**src/rtl/fp_accum_pkg.sv**
```systemverilog
// Shared definitions for the float accumulation sequencer: word width,
// FSM state encoding and the IEEE-754 zero test used by the optional
// zero-skip path (FP_ACC_ZERO_SKIP_EN).
package fp_accum_pkg;

   localparam int DATA_W = 32;

   typedef enum logic [1:0] {
      S_FIRST = 2'd0,
      S_TERM  = 2'd1,
      S_ISSUE = 2'd2,
      S_OUT   = 2'd3
   } state_t;

   localparam logic [DATA_W-1:0] FP_POS_ZERO = 32'h0000_0000;

   // True for +0.0 and -0.0 (sign bit ignored).
   function automatic logic fp_is_zero(input logic [DATA_W-1:0] word);
      return (word[30:0] == 31'd0);
   endfunction

endpackage

```
**src/rtl/fp_accum_sequencer.sv**
```systemverilog
// fp_accum_sequencer: folds each group of N_TERMS IEEE-754 single terms into
// one sum by handing (running sum, next term) pairs to an external adder and
// capturing its result on done. The first term of a group is loaded straight
// into the accumulator without an adder pass.
//
// Optional build macro FP_ACC_ZERO_SKIP_EN: when defined, a +/-0.0 term after
// the first is counted but never sent to the adder, so the accumulator (and
// the sign of a -0 running sum) is held.
//
// All handshake outputs are flops, so none of in_valid, done or sum_ready
// reaches an output combinationally.
module fp_accum_sequencer #(
   parameter int N_TERMS = 4,
   parameter int DATA_W  = 32
) (
   input  logic              clk,
   input  logic              rst_n,
   input  logic              in_valid,
   input  logic [DATA_W-1:0] in_data,
   output logic              in_ready,
   output logic              x_rdy,
   output logic              y_rdy,
   output logic [DATA_W-1:0] x_data,
   output logic [DATA_W-1:0] y_data,
   input  logic              done,
   input  logic [DATA_W-1:0] z_data,
   output logic              sum_valid,
   output logic [DATA_W-1:0] sum_data,
   input  logic              sum_ready,
   output logic              busy
);

   import fp_accum_pkg::*;

   localparam int CNT_W = $clog2(N_TERMS + 1);
   localparam logic [CNT_W-1:0] LAST = CNT_W'(N_TERMS);

   state_t            state;
   logic [DATA_W-1:0] acc;
   logic [DATA_W-1:0] term_reg;
   logic [CNT_W-1:0]  cnt;
   logic [CNT_W-1:0]  cnt_inc;
   logic              last_term;

   // The running sum and current term feed the adder directly; the finished
   // sum is simply the accumulator, which is frozen while S_OUT waits.
   assign x_data   = acc;
   assign y_data   = term_reg;
   assign sum_data = acc;

   // Term count after the operation now completing; reaching N_TERMS ends the group.
   assign cnt_inc   = cnt + CNT_W'(1);
   assign last_term = (cnt_inc == LAST);

   // Sequencer FSM with registered handshake outputs set alongside each transition.
   always_ff @(posedge clk or negedge rst_n) begin
      if (!rst_n) begin
         state     <= S_FIRST;
         acc       <= FP_POS_ZERO;
         term_reg  <= FP_POS_ZERO;
         cnt       <= '0;
         in_ready  <= 1'b1;
         x_rdy     <= 1'b0;
         y_rdy     <= 1'b0;
         sum_valid <= 1'b0;
         busy      <= 1'b0;
      end else begin
         case (state)
            S_FIRST: begin
               if (in_valid) begin
                  acc  <= in_data;
                  cnt  <= CNT_W'(1);
                  busy <= 1'b1;
                  if (N_TERMS == 1) begin
                     state     <= S_OUT;
                     in_ready  <= 1'b0;
                     sum_valid <= 1'b1;
                  end else begin
                     state <= S_TERM;
                  end
               end
            end

            S_TERM: begin
               if (in_valid) begin
`ifdef FP_ACC_ZERO_SKIP_EN
                  if (fp_is_zero(in_data)) begin
                     // Adding a zero cannot change a nonzero sum, and holding
                     // acc keeps the sign of -0 + -0.
                     cnt <= cnt_inc;
                     if (last_term) begin
                        state     <= S_OUT;
                        in_ready  <= 1'b0;
                        sum_valid <= 1'b1;
                     end
                  end else begin
                     term_reg <= in_data;
                     state    <= S_ISSUE;
                     in_ready <= 1'b0;
                     x_rdy    <= 1'b1;
                     y_rdy    <= 1'b1;
                  end
`else
                  term_reg <= in_data;
                  state    <= S_ISSUE;
                  in_ready <= 1'b0;
                  x_rdy    <= 1'b1;
                  y_rdy    <= 1'b1;
`endif
               end
            end

            S_ISSUE: begin
               if (done) begin
                  acc   <= z_data;
                  cnt   <= cnt_inc;
                  x_rdy <= 1'b0;
                  y_rdy <= 1'b0;
                  if (last_term) begin
                     state     <= S_OUT;
                     sum_valid <= 1'b1;
                  end else begin
                     state    <= S_TERM;
                     in_ready <= 1'b1;
                  end
               end
            end

            S_OUT: begin
               if (sum_ready) begin
                  state     <= S_FIRST;
                  sum_valid <= 1'b0;
                  busy      <= 1'b0;
                  in_ready  <= 1'b1;
               end
            end

            default: begin
               state     <= S_FIRST;
               in_ready  <= 1'b1;
               x_rdy     <= 1'b0;
               y_rdy     <= 1'b0;
               sum_valid <= 1'b0;
               busy      <= 1'b0;
            end
         endcase
      end
   end

endmodule

```
**config.mk**
```make
export PLATFORM = sky130hd
export DESIGN_NAME = fp_accum_sequencer
export DESIGN_NICKNAME = d
export VERILOG_FILES = /design/src/rtl/fp_accum_pkg.sv /design/src/rtl/fp_accum_sequencer.sv
export SDC_FILE = /design/constraint.sdc
export NUM_CORES = 1
export LEC_CHECK = 0
export ABC_AREA = 1
export CAP_MARGIN = 20
export CELL_PAD_IN_SITES_DETAIL_PLACEMENT = 0
export CELL_PAD_IN_SITES_GLOBAL_PLACEMENT = 1
export CORE_MARGIN = 3
export CORE_UTILIZATION = 48
export CTS_CLUSTER_SIZE = 8
export DETAILED_ROUTE_END_ITERATION = 8
export DONT_BUFFER_PORTS = 1
export PLACE_DENSITY = 0.89
export SLEW_MARGIN = 5
export SYNTH_ARGS = -nofsm -noshare
export SYNTH_HDL_FRONTEND = slang
export SYNTH_SLANG_ARGS = --single-unit
export TNS_END_PERCENT = 100
```
**constraint.sdc**
```tcl
create_clock -name clk -period 3.25 [get_ports clk]
set_input_delay 0.4875 -clock clk [delete_from_list [all_inputs] [get_ports clk]]
set_output_delay 0.4875 -clock clk [all_outputs]
set_load 0.05 [all_outputs]
```
* After elaboration in Yosys (flattened, before gate mapping)
Index checks and enable logic that the tools add are counted.
** Storage, ports and cells
- Register bits after elaboration :: 73
- Output and inout port bits :: 101
** Cells by class
- Mux-type cells :: 25
- Reductions and logical operators :: 13
- Eq/ne operators :: 10
- $add $sub $neg :: 1
** Operators with widths (count)
- two-way mux 32 bit :: 2
- case mux 32 bit (2 select lines) :: 1
- != test 2 bit (second input constant) :: 6
- two-way mux 2 bit :: 5
- two-way mux 1 bit :: 9
- AND reduction 3 bit :: 3
- case mux 2 bit (4 select lines) :: 1
- AND reduction 4 bit :: 2
- nonzero test 2 bit :: 4
- two-way mux 3 bit :: 2
- case mux 1 bit (2 select lines) :: 3
- case mux 3 bit (2 select lines) :: 1
- AND reduction 5 bit :: 1
- equality test 2 bit (second input constant) :: 2
- adder 3 x 1 -> 3 bit (second input constant) :: 1
- equality test 3 bit (second input constant) :: 1
- case mux 1 bit (3 select lines) :: 1
- nonzero test 3 bit :: 1
- equality test 2 x 1 -> 1 bit (second input constant) :: 1
- logical NOT 2 bit :: 1
- AND reduction 2 bit :: 1

* Depth between registers and ports, before layout
Gate-level depths: netlist of run 1.
- Depth after elaboration :: 5
- Gate-level depth with buffers :: 9
- Mapped depth without buffers :: 7

* Worst setup path before layout of run 1
No wires, ideal clock.
- Path kind :: register to output
- Start :: register acc[0], in the netlist sum_data[0]
- End :: output x_data[0]
- Stages on the path, launching flop included :: 2
- Buffers on the path :: 1
- Path slack :: 1.859 ns
- Required time :: 2.762 ns
- Arrival :: 0.904 ns
- Cells stage by stage :: dfrtp_1 -> buf_4
** RTL lines
- from (decl) :: RTL line fp_accum_sequencer.sv:39 : logic [DATA_W-1:0] acc;
- from (signal assigned) :: RTL line fp_accum_sequencer.sv:71 : acc <= in_data;
- from (signal assigned) :: RTL line fp_accum_sequencer.sv:115 : acc <= z_data;
- to (decl) :: RTL line fp_accum_sequencer.sv:23 : output logic [DATA_W-1:0] x_data,
No word-level cell between the ends.

* Worst setup path after layout of run 1
- Start :: register state[0]
- End :: register term_reg[10], in the netlist y_data[10]
** Between the ends
- Word-level cells in the longest chain between the ends :: 2
** Ends and longest elaborated chain
- from (decl) :: RTL line fp_accum_sequencer.sv:38 : state_t state;
- from (signal assigned) :: RTL line fp_accum_sequencer.sv:58 : state <= S_FIRST;
- from (signal assigned) :: RTL line fp_accum_sequencer.sv:75 : state <= S_OUT;
- from (signal assigned) :: RTL line fp_accum_sequencer.sv:79 : state <= S_TERM;
- equality test 2 x 1 -> 1 bit :: RTL line fp_accum_sequencer.sv:68 : case (state)
- AND reduction 2 bit (no line)
- to (signal assigned) :: RTL line fp_accum_sequencer.sv:104 : term_reg <= in_data;
- to (decl) :: RTL line fp_accum_sequencer.sv:40 : logic [DATA_W-1:0] term_reg;
No other way between the ends.
A chain may end at the register's enable or synchronous reset.

==> impl_metrics.py, run 1 <==
metrics = {
    "outcome": {
        "status": "complete, no violations",
    },
    "synthesis": {
        "ys_types": 25,
        "ys_warn_count": 0,
        "syn_avg_cell_area_sq_um": 8.21,
        "syn_nets": 508,
        "synthArstFlopShare_pct": 100,
        "synthCells": 437,
        "netlist.area_leader.share_pct": 50.2,
        "syn_area_sq_um": 3590,
        "synth_enable_flop_cells": 0,
        "yosysTopAreaCell": "dfrtp_1",
        "ys_ff_latch": 73,
        "synth_flop_cell": "dfrtp_1",
        "synth-seq-area-share_pct": 50.9,
        "synth_area_leaders": "dfrtp_1, nand2_1, o21ai_0",
        "synth_commonest_cells": "nand2_1, dfrtp_1, o21ai_0",
        "synth_most_common_cell": "nand2_1",
    },
    "cts": {
        "cts.clk_slew.worst_paths_ns": 0.07,
        "clock_sinks": 73,
        "clock_latency_ns": 0.33,
        "clockRootBuffer": "clkbuf_8",
        "h-tree-depth": 3,
        "cts.path.max_buffers": 2,
        "cts_setup_buffers": 0,
        "cts_resized": 0,
        "cts_buffers": 9,
        "cts_hold_buf": 1,
        "cts_tree": "yes",
    },
    "setup_path": {
        "worstReg2RegStart": "state[0]",
        "crit_required_ns": 3.45,
        "critical-path-top-delay-family": "flip-flops",
        "arrival_ns": 2.06,
        "critPathSlowestCell": "dfrtp_1",
        "path_buf_inv": 1,
        "crit_cells": 4,
        "slowest_delay_ns": 0.60,
        "worst_r2r_path_depth": 4,
        "cp-start-kind": "flop",
        "critPathCaptureType": "flop",
        "criticalPathCategory": "reg2reg",
        "r2r-end": "y_data[10]",
        "cp_max_fo": 34,
        "r2r_slack_ns": 1.39,
        "worstPathCellList": "nand3_2 -> buf_4 -> nand2_1 -> o21ai_0",
    },
    "sta": {
        "tns_ns": 0,
        "fin_ws_ns": 1.39,
        "fin_crit_sh_pct": 57.1,
        "final_hold_viol_count": 0,
        "relSlewSlack_pct": 36.2,
        "setup_viol": 0,
        "finalCriticalPeriod_ns": 1.86,
        "drv_slew": 0,
        "fin_skew_ns": 0.00747,
        "worst_pin_slew_ns": 0.957,
        "fin_hold_ws_ns": 0.0407,
        "rsz0062_at_grt": "no",
        "fmax_mhz": 539,
    },
    "floorplanning": {
        "coreArea_sq_um": 7020,
        "initial_utilization_pct": 51.1,
        "die_y_microns": 92.5,
        "fp.dieW_microns": 92.5,
        "dieArea_sq_um": 8550,
        "io_pins": 170,
        "num_rows": 30,
    },
    "placement": {
        "gp_congestion": 0.795,
        "dpl.hpwl_microns": 4910,
        "io_buffers": 0,
        "pre_cts_slack_ns": 1.40,
    },
    "job": {
        "cap_violations": 0,
    },
    "global_route": {
        "grt-ovfl-total": 0,
        "grt_pass1_wl_microns": 12000,
        "grt_max_degree": 74,
        "grtUsageTotal_pct": 17.7,
        "antenna_found_initial": 0,
        "grt_pass1_vias": 2388,
    },
    "detailed_routing": {
        "drt_iter0_drc": 92,
        "num_vias": 2480,
        "viasPerCell": 5.00,
        "dr.pass1.iters": 4,
        "wl_per_cell_microns": 14.6,
        "routed_wl_microns": 7230,
        "post-route-drc-count": 0,
        "ant_nets": 0,
    },
    "final_layout": {
        "final_util_pct": 49.9,
        "nFillCells": 690,
        "nNetsFinal": 467,
        "drive_gt1_share_pct": 6.50,
        "area_growth_pct": -2.34,
        "n_antenna_cell": 0,
    },
    "min_path": {
        "hp-class": "in2async",
    },
}
[worst register-to-register path, stage by stage, from the launching register on]
cell and delay, ns:
dfrtp_1 0.60, nand3_2 0.52, buf_4 0.42, nand2_1 0.09
o21ai_0 0.10
[layout by cell type, fill, tap and decap left out, types with 2 or more instances in the layout]
cell	Yosys	layout
a21oi_1	3	3
buf_4	37	2
clkbuf_8	0	12
dfrtp_1	72	72
ha_1	2	2
inv_1	40	40
nand2_1	174	174
nand3_1	4	4
nand3_2	2	2
nor2_1	5	5
o21ai_0	58	58
o21ai_1	11	11
o21bai_1	2	2
[routing by layer]
layer	wire, microns	vias to the layer above	GRT usage [%]
li1	-	1230	-
met1	2980	1140	21.5
met2	3520	100	28.5
met3	637	10	6.42
met4	97	0	7.05
met5	0	-	0
[cell type report]
class                           count  area (sq um)  area share, %
Inverter                           43           169           4.82
Clock buffer                       13           169           4.82
Sequential cell                    73          1830           52.1
Multi-Input combinational cell    266          1160           33.2
Clock inverter                      2          12.5          0.357
Tap cell                           96           120           3.43
Timing Repair Buffer                3          42.5           1.21
[kinds of logic (layout without fill, tap and decap cells)]
family,after synthesis,after routing,share of synthesized area (%)
AO/OA/AOI/OAI,75,75,10.7
buffers and inverters,98,61,16.6
AND/OR/NAND/NOR,189,189,21.1
adder cells (fa/ha/maj),2,2,0.697
flip-flops,73,73,50.9
[worst max-delay path by stage]
stage,from,to,slack (ns)
after global placement,state[0],y_data[19],1.46
final,state[0],y_data[10],1.39
after global routing,state[0],y_data[0],1.17
after detailed placement,state[0],y_data[10],1.40
after CTS,state[0],y_data[10],1.37
after floorplan,sum_data[0],x_data[0],1.86
[stage by stage]
step	instances	cell area, sq um
CTS	496	3510
global route	496	3510
floorplan	437	3590
detailed placement	480	3300
finish	496	3510
global placement	480	3300
[flip-flops by register name (all words and copies together), names as in the netlist]
| signal | flops |
|---|---|
| busy | 1 |
| state | 2 |
| y_data | 32 |
| cnt | 3 |
| sum_valid | 1 |
| y_rdy | 1 |
| in_ready | 1 |
| sum_data | 32 |
Power of run 1 is left out: the tool's default activity adds up to more than one toggle a clock period on the data nets, which glitch-free logic cannot reach.
==> run 2, diff against run 1 <==
--- a/config.mk
+++ b/config.mk
@@ -10,11 +10,11 @@
 export CELL_PAD_IN_SITES_DETAIL_PLACEMENT = 0
 export CELL_PAD_IN_SITES_GLOBAL_PLACEMENT = 1
 export CORE_MARGIN = 3
-export CORE_UTILIZATION = 48
+export CORE_UTILIZATION = 44
 export CTS_CLUSTER_SIZE = 8
 export DETAILED_ROUTE_END_ITERATION = 8
 export DONT_BUFFER_PORTS = 1
-export PLACE_DENSITY = 0.89
+export PLACE_DENSITY = 0.82
 export SLEW_MARGIN = 5
 export SYNTH_ARGS = -nofsm -noshare
 export SYNTH_HDL_FRONTEND = slang
==> constraint.sdc (replaced) <==
create_clock -name clk -period 1.8 [get_ports clk]
set_input_delay 0.27 -clock clk [delete_from_list [all_inputs] [get_ports clk]]
set_output_delay 0.27 -clock clk [all_outputs]
set_load 0.05 [all_outputs]
==> run 2 against run 1 <==
  * The flow now finishes with violations (negative hold slack)
  * Wire length is 4.1% higher
  * Fmax is 25% higher
  * Sequential share of layout area is 5.0 points lower
==> impl_metrics.py, run 2 (synthesized netlist as in run 1, its figures left out) <==
metrics = {
    "sta": {
        "final_hold_viol_count": 73,
        "tns_ns": 0,
        "fmax_mhz": 673,
        "fin_skew_ns": 0.00790,
        "finalCriticalPeriod_ns": 1.49,
        "drv_slew": 0,
        "rsz0062_at_grt": "no",
        "relSlewSlack_pct": 66.4,
        "fin_crit_sh_pct": 82.5,
        "fin_hold_ws_ns": -0.383,
        "worst_pin_slew_ns": 0.504,
        "setup_viol": 0,
    },
    "detailed_routing": {
        "viasPerCell": 4.82,
        "drt_iter0_drc": 129,
        "post-route-drc-count": 0,
        "ant_nets": 0,
        "wl_per_cell_microns": 14.0,
        "dr.pass1.iters": 4,
        "num_vias": 2591,
        "routed_wl_microns": 7530,
    },
    "cts": {
        "cts_resized": 0,
        "clock_sinks": 73,
        "h-tree-depth": 3,
        "cts_tree": "yes",
        "clock_latency_ns": 0.34,
        "clockRootBuffer": "clkbuf_8",
        "cts.clk_slew.worst_paths_ns": 0.08,
        "cts_setup_buffers": 0,
        "cts_buffers": 9,
        "cts.path.max_buffers": 2,
    },
    "placement": {
        "dpl.hpwl_microns": 5170,
        "gp_congestion": 0.790,
        "io_buffers": 0,
        "place_inst": 522,
    },
    "global_route": {
        "antenna_found_initial": 0,
        "grtUsageTotal_pct": 16.0,
        "grt_pass1_wl_microns": 11400,
        "grt_pass1_vias": 2435,
        "grt_max_degree": 74,
        "grt-ovfl-total": 0,
    },
    "final_layout": {
        "nNetsFinal": 502,
        "drive_gt1_share_pct": 14.2,
        "fin_cells": 538,
        "final_util_pct": 49.7,
        "layout_commonest_cell": "nand2_1",
        "mostFrequentLayoutCells": "nand2_1, dfrtp_1, o21ai_0",
        "area_growth_pct": 8.05,
        "n_antenna_cell": 0,
    },
    "setup_path": {
        "critical-path-top-delay-family": "flip-flops",
        "cp_max_fo": 36,
        "path_buf_inv": 2,
        "critPathSlowestCell": "dfrtp_1",
        "slowest_delay_ns": 0.56,
        "cp-start-kind": "flop",
        "crit_required_ns": 2.08,
        "crit_top_cell": "nand2_1",
        "critPathCaptureType": "flop",
        "worstPathCellList": "inv_6 -> nor2_8 -> buf_4 -> nand2_1 -> o21ai_0 -> nand2_1 -> nand2_1",
        "criticalPathCategory": "reg2reg",
        "arrival_ns": 1.76,
    },
    "outcome": {
        "status": "finished with violations",
        "violations": "negative hold slack",
    },
    "min_path": {
        "hp-class": "in2async",
    },
    "floorplanning": {
        "dieArea_sq_um": 9280,
        "initial_utilization_pct": 46.0,
        "num_rows": 32,
        "die_y_microns": 96.3,
        "fp.dieW_microns": 96.3,
        "io_pins": 170,
        "coreArea_sq_um": 7810,
    },
    "job": {
        "cap_violations": 0,
    },
}
run 2: cell count changes in the layout (fill, tap and decap cells not counted):
| cell | before | now |
|---|---|---|
| buf_16 | 1 | 0 |
| clkbuf_8 | 12 | 10 |
| clkinvlp_4 | 1 | 0 |
| clkinv_2 | 1 | 0 |
| buf_4 | 2 | 37 |
| bufinv_16 | 0 | 5 |
| buf_12 | 0 | 1 |
run 2: path summary, 6_finish.rpt:
| path | startpoint | end | slack, ns | depth (start not counted) |
|---|---|---|---|---|
| setup / recovery | state[1] | sum_data[5] | 0.31 | 7 |
| hold / removal | rst_n | y_data[10] | -0.38 | 0 |
| setup reg to reg | state[1] | sum_data[5] | 0.31 | 7 |
| hold reg to reg | sum_data[4] | sum_data[4] | 0.47 | 2 |
| max in group asynchronous | rst_n | in_ready | 2.00 | 0 |
| min in group clk | in_data[12] | y_data[12] | 0.09 | 2 |
run 2: stage by stage:
| step | hold WS [ns] | setup WS [ns] | area, sq um |
|---|---|---|---|
| detailed placement | -0.0239 | 0.345 | 3590 |
| finish | -0.383 | 0.314 | 3880 |
| CTS | -0.408 | 0.324 | 3880 |
| global placement | -0.0232 | 0.383 | 3590 |
| global route | -0.417 | 0.179 | 3880 |
| floorplan | -0.0256 | 0.595 | 3590 |
run 2: worst register-to-register path, cell delays in order, from the launching register on:
cell and delay, ns:
dfrtp_1 0.56, inv_6 0.10, nor2_8 0.11, buf_4 0.33, nand2_1 0.12, o21ai_0 0.10
nand2_1 0.07, nand2_1 0.06
run 2: layout make-up:
| class | count | area [sq um] |
|---|---|---|
| fillers | 780 | 3930 |
| flip-flops and latches | 73 | 1830 |
| multi-input cells | 266 | 1160 |
| inverters | 43 | 169 |
| clock buffers | 11 | 141 |
| repair buffers | 38 | 298 |
| clock inverters | 5 | 150 |
| well taps | 102 | 128 |
run 2: metal layers:
metal / share of wire, % / wire, microns / vias to the layer above / global-route usage [%]
met3: 8.8 / 665 / 11 / 5.79
met4: 1.4 / 104 / 0 / 6.89
li1: - / - / 1294 / -
met2: 46 / 3440 / 102 / 25.0
met1: 44 / 3320 / 1184 / 20.1
met5: 0 / 0 / - / 0
Power of run 2 is left out for the same reason.
